$ cat config.mk
export PLATFORM = sky130hd
export DESIGN_NAME = gpio_bank_flat
export DESIGN_NICKNAME = d
export VERILOG_FILES = /design/src/rtl/gpio_bank_if.sv /design/src/rtl/gpio_bank.sv /design/src/flat_wrapper.sv
export SDC_FILE = /design/constraint.sdc
export NUM_CORES = 1
export LEC_CHECK = 0
export ABC_AREA = 1
export CAP_MARGIN = 20
export CORE_AREA = 2 2 98 100
export CTS_BUF_LIST = sky130_fd_sc_hd__clkbuf_16
export DETAILED_ROUTE_END_ITERATION = 16
export DIE_AREA = 0 0 100 102
export PLACE_DENSITY = 0.71
export SYNTH_ARGS = -nofsm -noshare
export SYNTH_HDL_FRONTEND = slang
export SYNTH_SLANG_ARGS = --single-unit
$ cat constraint.sdc
create_clock -name clk -period 1.1 [get_ports clk]
set_input_delay 0.22 -clock clk [delete_from_list [all_inputs] [get_ports clk]]
set_output_delay 0.22 -clock clk [all_outputs]
set_load 0.05 [all_outputs]
$ cat src/rtl/gpio_bank_if.sv
// gpio_bank_if: register bus between the J1a I/O decoder and one gpio_bank.
// The master drives select, strobe, address and write data. The bank returns
// combinational read data.
interface gpio_bank_if #(
   parameter int WIDTH = 8
);
   logic             cs;
   logic             we;
   logic [3:0]       addr;
   logic [WIDTH-1:0] wd;
   logic [WIDTH-1:0] rd;

   modport master (output cs, output we, output addr, output wd, input rd);
   modport slave  (input cs, input we, input addr, input wd, output rd);
endinterface

$ cat src/rtl/gpio_bank.sv
// gpio_bank: WIDTH-pin GPIO bank for the J1a I/O space.
// It provides OUT/DIR registers with atomic SET/CLR/TGL writes and 2-flop
// input synchronisers. Rising and falling edges are captured per pin into a
// write-1-to-clear EDGE register, and a maskable interrupt is derived from it.
// Optional feature macro: GPIO_DEBOUNCE_EN inserts a per-pin stability
// counter of DB_CYCLES cycles between the synchroniser and IN.
module gpio_bank #(
   parameter int WIDTH     = 8,
   parameter int DB_CYCLES = 16
) (
   input  logic             clk,
   input  logic             resetq,
   gpio_bank_if.slave       bus,
   input  logic [WIDTH-1:0] pin_in,
   output logic [WIDTH-1:0] pin_out,
   output logic [WIDTH-1:0] pin_oe,
   output logic             irq
);

   localparam logic [3:0] A_OUT  = 4'd0;
   localparam logic [3:0] A_DIR  = 4'd1;
   localparam logic [3:0] A_IN   = 4'd2;
   localparam logic [3:0] A_SET  = 4'd3;
   localparam logic [3:0] A_CLR  = 4'd4;
   localparam logic [3:0] A_TGL  = 4'd5;
   localparam logic [3:0] A_ENR  = 4'd6;
   localparam logic [3:0] A_ENF  = 4'd7;
   localparam logic [3:0] A_EDGE = 4'd8;
   localparam logic [3:0] A_IEN  = 4'd9;

   // Out-of-range parameters elaborate this empty marker block so they are visible in the hierarchy.
   if (DB_CYCLES < 2 || WIDTH < 1 || WIDTH > 16) begin : g_param_out_of_range
   end

   logic [WIDTH-1:0] r_out, r_dir, r_enr, r_enf, r_ien, r_edge;
   logic [WIDTH-1:0] r_s1, r_s2, r_prev;
   logic [WIDTH-1:0] r_pin_out, r_pin_oe;
   logic             r_irq;

   logic             w_wr;
   logic [WIDTH-1:0] w_in, w_hit, w_clr, w_edge_next, w_rd;

   assign w_wr = bus.cs & bus.we;

   // Software-visible control registers; OUT has plain, OR, AND-NOT and XOR write ports.
   always_ff @(posedge clk or negedge resetq) begin
      if (!resetq) begin
         r_out <= '0;
         r_dir <= '0;
         r_enr <= '0;
         r_enf <= '0;
         r_ien <= '0;
      end else if (w_wr) begin
         case (bus.addr)
            A_OUT:   r_out <= bus.wd;
            A_SET:   r_out <= r_out | bus.wd;
            A_CLR:   r_out <= r_out & ~bus.wd;
            A_TGL:   r_out <= r_out ^ bus.wd;
            A_DIR:   r_dir <= bus.wd;
            A_ENR:   r_enr <= bus.wd;
            A_ENF:   r_enf <= bus.wd;
            A_IEN:   r_ien <= bus.wd;
            default: ;
         endcase
      end
   end

   // Pad drivers are retimed copies of OUT/DIR, so they lag a write by one cycle.
   always_ff @(posedge clk or negedge resetq) begin
      if (!resetq) begin
         r_pin_out <= '0;
         r_pin_oe  <= '0;
      end else begin
         r_pin_out <= r_out;
         r_pin_oe  <= r_dir;
      end
   end

   assign pin_out = r_pin_out;
   assign pin_oe  = r_pin_oe;

   // Two-flop synchroniser for asynchronous pads, plus the one-cycle-old IN used for edge detection.
   always_ff @(posedge clk or negedge resetq) begin
      if (!resetq) begin
         r_s1   <= '0;
         r_s2   <= '0;
         r_prev <= '0;
      end else begin
         r_s1   <= pin_in;
         r_s2   <= r_s1;
         r_prev <= w_in;
      end
   end

`ifdef GPIO_DEBOUNCE_EN
   localparam int CNT_W = $clog2(DB_CYCLES);

   logic [CNT_W-1:0] r_db_cnt [WIDTH];
   logic [WIDTH-1:0] r_db_in;

   // IN follows s2 only after s2 has disagreed with it for DB_CYCLES consecutive cycles.
   always_ff @(posedge clk or negedge resetq) begin
      if (!resetq) begin
         r_db_in <= '0;
         for (int i = 0; i < WIDTH; i++) r_db_cnt[i] <= '0;
      end else begin
         for (int i = 0; i < WIDTH; i++) begin
            if (r_s2[i] != r_db_in[i]) begin
               if (r_db_cnt[i] == CNT_W'(DB_CYCLES - 1)) begin
                  r_db_in[i]  <= r_s2[i];
                  r_db_cnt[i] <= '0;
               end else begin
                  r_db_cnt[i] <= r_db_cnt[i] + CNT_W'(1);
               end
            end else begin
               r_db_cnt[i] <= '0;
            end
         end
      end
   end

   assign w_in = r_db_in;
`else
   assign w_in = r_s2;
`endif

   // A new edge outranks a simultaneous W1C on the same bit, so no event is lost.
   assign w_hit       = (r_enr & w_in & ~r_prev) | (r_enf & ~w_in & r_prev);
   assign w_clr       = (w_wr && bus.addr == A_EDGE) ? bus.wd : '0;
   assign w_edge_next = (r_edge & ~w_clr) | w_hit;

   // Edge capture register, with irq computed from the next EDGE value so it tracks EDGE on the same edge.
   always_ff @(posedge clk or negedge resetq) begin
      if (!resetq) begin
         r_edge <= '0;
         r_irq  <= 1'b0;
      end else begin
         r_edge <= w_edge_next;
         r_irq  <= |(w_edge_next & r_ien);
      end
   end

   assign irq = r_irq;

   // Side-effect-free read mux; the SET/CLR/TGL aliases read back OUT.
   always_comb begin
      w_rd = '0;
      if (bus.cs) begin
         case (bus.addr)
            A_OUT, A_SET, A_CLR, A_TGL: w_rd = r_out;
            A_DIR:                      w_rd = r_dir;
            A_IN:                       w_rd = w_in;
            A_ENR:                      w_rd = r_enr;
            A_ENF:                      w_rd = r_enf;
            A_EDGE:                     w_rd = r_edge;
            A_IEN:                      w_rd = r_ien;
            default:                    w_rd = '0;
         endcase
      end
   end

   assign bus.rd = w_rd;

endmodule

$ cat src/flat_wrapper.sv
// flat-port wrapper written by rule: the top's interface ports become plain ports
module gpio_bank_flat 
#(
   parameter int WIDTH     = 8,
   parameter int DB_CYCLES = 16
)
  (clk, resetq, pin_in, pin_out, pin_oe, irq, bus_cs, bus_we, bus_addr, bus_wd, bus_rd);
  gpio_bank_if #(.WIDTH(WIDTH)) bus_i ();
  input  logic clk;
  input  logic resetq;
  input  logic [WIDTH-1:0] pin_in;
  output logic [WIDTH-1:0] pin_out;
  output logic [WIDTH-1:0] pin_oe;
  output logic irq;
  input wire logic [$bits(bus_i.cs)-1:0] bus_cs;
  input wire logic [$bits(bus_i.we)-1:0] bus_we;
  input wire logic [$bits(bus_i.addr)-1:0] bus_addr;
  input wire logic [$bits(bus_i.wd)-1:0] bus_wd;
  output wire logic [$bits(bus_i.rd)-1:0] bus_rd;
  assign bus_i.cs = bus_cs;
  assign bus_i.we = bus_we;
  assign bus_i.addr = bus_addr;
  assign bus_i.wd = bus_wd;
  assign bus_rd = bus_i.rd;
  gpio_bank #(.WIDTH(WIDTH), .DB_CYCLES(DB_CYCLES)) u_core (.clk(clk), .resetq(resetq), .bus(bus_i), .pin_in(pin_in), .pin_out(pin_out), .pin_oe(pin_oe), .irq(irq));
endmodule
**Word level (Yosys, flattened, before mapping)**

Cells that the tools add are included.

- Flip-flop bits (word level): 89
- Latch bits: 0
- Bits in writable memories: 0
- ROM bits: 0
- Bits of input ports: 24
- Output and inout port bits: 25
- Word-level logic and storage cells: 51
- Memories kept: 0

- Add/subtract/negate cells: 0
- $mul: 0
- Divide/modulo/power cells: 0
- Order comparisons: 0
- Eq/ne operators: 9
- Shifts and indexed selects: 0
- Multiplexer cells: 4
- Bitwise logic cells: 16
- Reduce and logical (&&, ||, !) cells: 10

Operators by type and width:

| cell | count |
|---|---|
| bitwise AND 8 bit | 7 |
| one-hot mux 8 bit (7 select lines) | 1 |
| NOT 8 bit | 4 |
| one-hot mux 8 bit (4 select lines) | 1 |
| bitwise OR 8 bit | 3 |
| == test 4 x 3 -> 1 bit, second input constant | 4 |
| two-way mux 8 bit | 2 |
| AND reduction 2 bit | 5 |
| == test 4 x 2 -> 1 bit, second input constant | 2 |
| == test 4 bit, second input constant | 2 |
| OR reduction 8 bit | 1 |
| XOR 8 bit | 1 |
| == test 4 x 1 -> 1 bit, second input constant | 1 |
| zero test 4 bit | 1 |
| nonzero test 4 bit | 1 |
| OR reduction 4 bit | 1 |
| bitwise AND 1 bit | 1 |
| logical AND 1 bit | 1 |

**Longest topological paths before layout**

- Depth after elaboration: 8
- Mapped depth: 10
- Mapped depth without buffers: 9

**Worst setup path before layout**

OpenSTA, ideal clock, no wires.

- Path type: input -> output
- Start: in bus_addr[3]
- End: out bus_rd[0]
- Data arrival time: 1.534 ns
- Required time: 0.880 ns
- Path slack: -0.654 ns
- Stages: 7
- Buffers on the path: 0
- Cell sequence: nor2_4 -> nand2_1 -> inv_2 -> nand2_1 -> nand3_1 -> nor2_1 -> a21oi_1

- Cells in the longest elaborated chain, start to end: 4
- Elaborated cells on any way between the ends: 13
- Those cells by class: eq/ne: 9; mux: 2; reduce/logical: 2

Ends and longest elaborated chain:

| item | line | text |
|---|---|---|
| start, declared | flat_wrapper.sv:17 | `input wire logic [$bits(bus_i.addr)-1:0] bus_addr;` |
| == test 4 x 2 -> 1 bit, or another cell as far along | gpio_bank.sv:149 | `case (bus.addr)` |
| OR reduction 4 bit | gpio_bank.sv:149 |  |
| one-hot mux 8 bit (7 select lines) (*) | gpio_bank.sv:149 |  |
| two-way mux 8 bit (*) | gpio_bank.sv:148 | `if (bus.cs) begin` |
| end, declared | flat_wrapper.sv:19 | `output wire logic [$bits(bus_i.rd)-1:0] bus_rd;` |

Mark *: on every way between the ends. The rest lies on a longest branch, timed or not.

**Final worst setup path**

- Start: reg u_core.r_s2[1]
- End: out bus_rd[1]

- Cells in the longest elaborated chain, start to end: 2

Ends and longest elaborated chain:

| item | line | text |
|---|---|---|
| start, declared | gpio_bank.sv:36 | `logic [WIDTH-1:0] r_s1, r_s2, r_prev;` |
| start signal, assigned | gpio_bank.sv:90 | `r_s2 <= r_s1;` |
| one-hot mux 8 bit (7 select lines) | gpio_bank.sv:149 |  |
| two-way mux 8 bit | gpio_bank.sv:148 |  |

Every way passes these cells.

==> metrics.txt <==
Seq pwr share 0.377; synth warn 0; Area contributors post-synth dfrtp_1, nand2_1, o21ai_2; Die Y 102 um; failing checks negative setup slack; Slew HR 0.638; Yosys reg bits 89; Worst R2R End u_core.irq; arrival time at the worst endpoint 1410 ps; Worst-path clk slew 70 ps; CTS Buffer Depth 2; CP Class reg2out; reg2reg start u_core.r_s2[4]; Top FF cell, synth dfrtp_1; Worst Skew ~6.3 ps; IR drop worst, VDD ~0.0011 V; CP cell instances inv_2 -> o211ai_1 -> nor2_2 -> a21oi_4 -> buf_12; worst hold path type in2reg; Yosys cell types 28; DP Area 5710 sq um; metal2 WL 6840 um; first-pass GRT wire length 20,700 um; Initial Util 0.465; CTS buffer count 9; Crit. End Element primary output; most frequent cells in the layout nand2_1, dfrtp_1, buf_4; final hold violations 0; asr flop ratio synth 1.00; # placed instances 669; Routed met1 length 5100 um; Top Ports 49; Setup TNS -6110 ps; CTS sink cnt 89; post-synthesis mux area share 0; crit share post-route 1.48; Switching Share 0.344; Register-to-Register Path Depth 10; routability cong. 0.889; PD cells between 1500 and 2000 nW/um^2; Place WS -1070 ps; Yosys top cell area share 0.526; number of diodes 0; Leakage 0.00322 uW; Routed wire per std cell about 18 um; Via Count 3,892; CTS tree done; Worst path max stage delay 380 ps; total internal power roughly 7400 uW; CP Launch Point u_core.r_s2[1]; crit path time final 1630 ps; PnR worst setup slack -530 ps; RSZ-0062 raised after global routing true; Post-Synth Simple-Gate Area 0.248; final cell count without fillers 724; Synth Area in Adders 0.0473; final core utilization 0.743; final antenna-violating net count 0; Slew @ Worst Pin 541 ps; Max Cap Viol 0; antenna violations before repair 0; Area Overhead vs Synth 60.0%; main combinational cell family by area after synthesis simple AND/OR/NAND/NOR gates; final wirelength 13,200 um; post-synthesis xor/xnor area fraction 0; latest clock arrival within the worst-skew pair 350 ps; mapped cell area 4230 sq um; clock network fraction of design power 0.273; clock root cell clkbuf_16; worst-path fanout max 2; vias in the first global route around 4.1k; HPWL Detailed a little under 8000 um; pin count of the biggest net entering global routing 54; DRC viols 0; status complete, but fails checks; Combinational Power Share 0.351; Mapped Cells 451; Post-Syn Nets 491; Congestion Overflow GR 0; R2R setup slack -380 ps; Post-synth EDFFs 0; PortBufs between 40 and 50; startpoint types flop; Setup crit end bus_rd[1]; row count 35; Die ar. 10,200 sq um; DRT iter0 DRCs 285; syn_area_per_cell approximately 9.4 sq um; leading area contributor after synthesis dfrtp_1; Core Area between 9000 and 10,000 sq um; CP required 880 ps; DR top layer met4; Detail Route met3 WL 777 um; Synth Area in Compound Gates 0.120; crit path max-delay cell type dfrtp_1; share of layout cells above drive strength 1 0.524; fin area between 6000 and 7000 sq um; post-DR vias/cell 5.38; drt first pass iters 4; switching power between 3000 and 4000 uW; GRT Total Usage 0.267; htree depth 3; Layout Nets 648; count of final setup violators 36; max-slew violations 0; Die X-Extent 100 um; Peak Freq 613 MHz; Seq/Total Area, Yosys 0.526; commonest non-fill, non-tap cell in the layout nand2_1
==> registers in the layout (all words and copies together), names as in the netlist <==
| signal | count |
|---|---|
| u_core.pin_oe | 8 |
| u_core.pin_out | 8 |
| u_core.r_dir | 8 |
| u_core.r_edge | 8 |
| u_core.r_enf | 8 |
| u_core.r_enr | 8 |
| u_core.r_ien | 8 |
| u_core.r_out | 8 |
| u_core.r_prev | 8 |
| u_core.r_s1 | 8 |
| u_core.r_s2 | 8 |
| u_core.irq | 1 |
==> final cells by class <==
cell class	instances	area [sq um]
Fill cell	580	2340
Multi-Input combinational cell	317	2230
Inverter	37	193
Timing Repair Buffer	152	1670
Clock buffer	9	225
Timing Repair inverter	2	15.0
Clock inverter	7	67.6
Tap cell	111	139
Sequential cell	89	2230
==> timing repair <==
action,in CTS,in global routing
hold buffers,1,0
cloned,1,2
gates resized for setup,129,45
pin swaps,52,39
endpoints found under the setup margin,74,37
setup buffers,28,16
endpoints found under the hold margin,89,0
==> stage by stage <==
stage	hold WS, ps	total power (uW)
finish	307	11200
global route	297	11700
CTS	307	10900
detailed placement	209	7390
global placement	210	7290
floorplan	-75.6	5670
==> worst min-delay path by stage <==
stage / to / slack, ps / depth (start not counted) / start
6_report: u_core.r_s1[3] / 310 / 1 / pin_in[3]
5_1_grt: u_core.r_s1[3] / 300 / 1 / pin_in[3]
4_1_cts: u_core.r_s1[3] / 310 / 1 / pin_in[3]
3_5_place_dp: u_core.r_edge[0] / 210 / 2 / resetq
3_3_place_gp: u_core.r_ien[0] / 210 / 2 / resetq
2_1_floorplan: u_core.irq / -80 / 0 / resetq
==> cell usage after synthesis (3+ instances only) <==
cell type  instances
nand2_1          140
dfrtp_1           89
o21ai_2           40
nor2_1            35
inv_1             26
nand3_1           21
ha_1              16
a21oi_1           10
inv_2              8
nand2_2            8
nand4_1            7
o211ai_1           7
o21ai_0            7
buf_6              6
nand2_4            6
nor3_1             5
nor2_4             3
o21ai_1            3
==> per-layer routing <==
layer  vias to the layer above  track usage
li1                       1784            -
met5                         -            0
met3                        38       0.0492
met2                       170        0.464
met1                      1900        0.322
met4                         0        0.131
==> kinds of logic after synthesis <==
logic type | Yosys count
and+or+nand+nor | 233
AOI/OAI and AO/OA | 68
DFF | 89
buffers and inverters | 45
adders and majority gates | 16
==> power groups by stage <==
| stage | registers, uW | logic (uW) | clock network, uW |
|---|---|---|---|
| after detailed placement | 4260 | 3130 | 0 |
| after CTS | 4200 | 3640 | 3060 |
| final | 4220 | 3930 | 3060 |
| after floorplan | 4620 | 1050 | 0 |
| after global routing | 4270 | 4170 | 3250 |
| after global placement | 4240 | 3050 | 0 |
==> critical path, delay by kind of cell, from the launching register on <==
family	cells	cell delay [ps]
AOI/OAI and AO/OA	2	400
DFF	1	380
buffers and inverters	2	200
and+or+nand+nor	1	80
(Power assumes the default switching activity.)
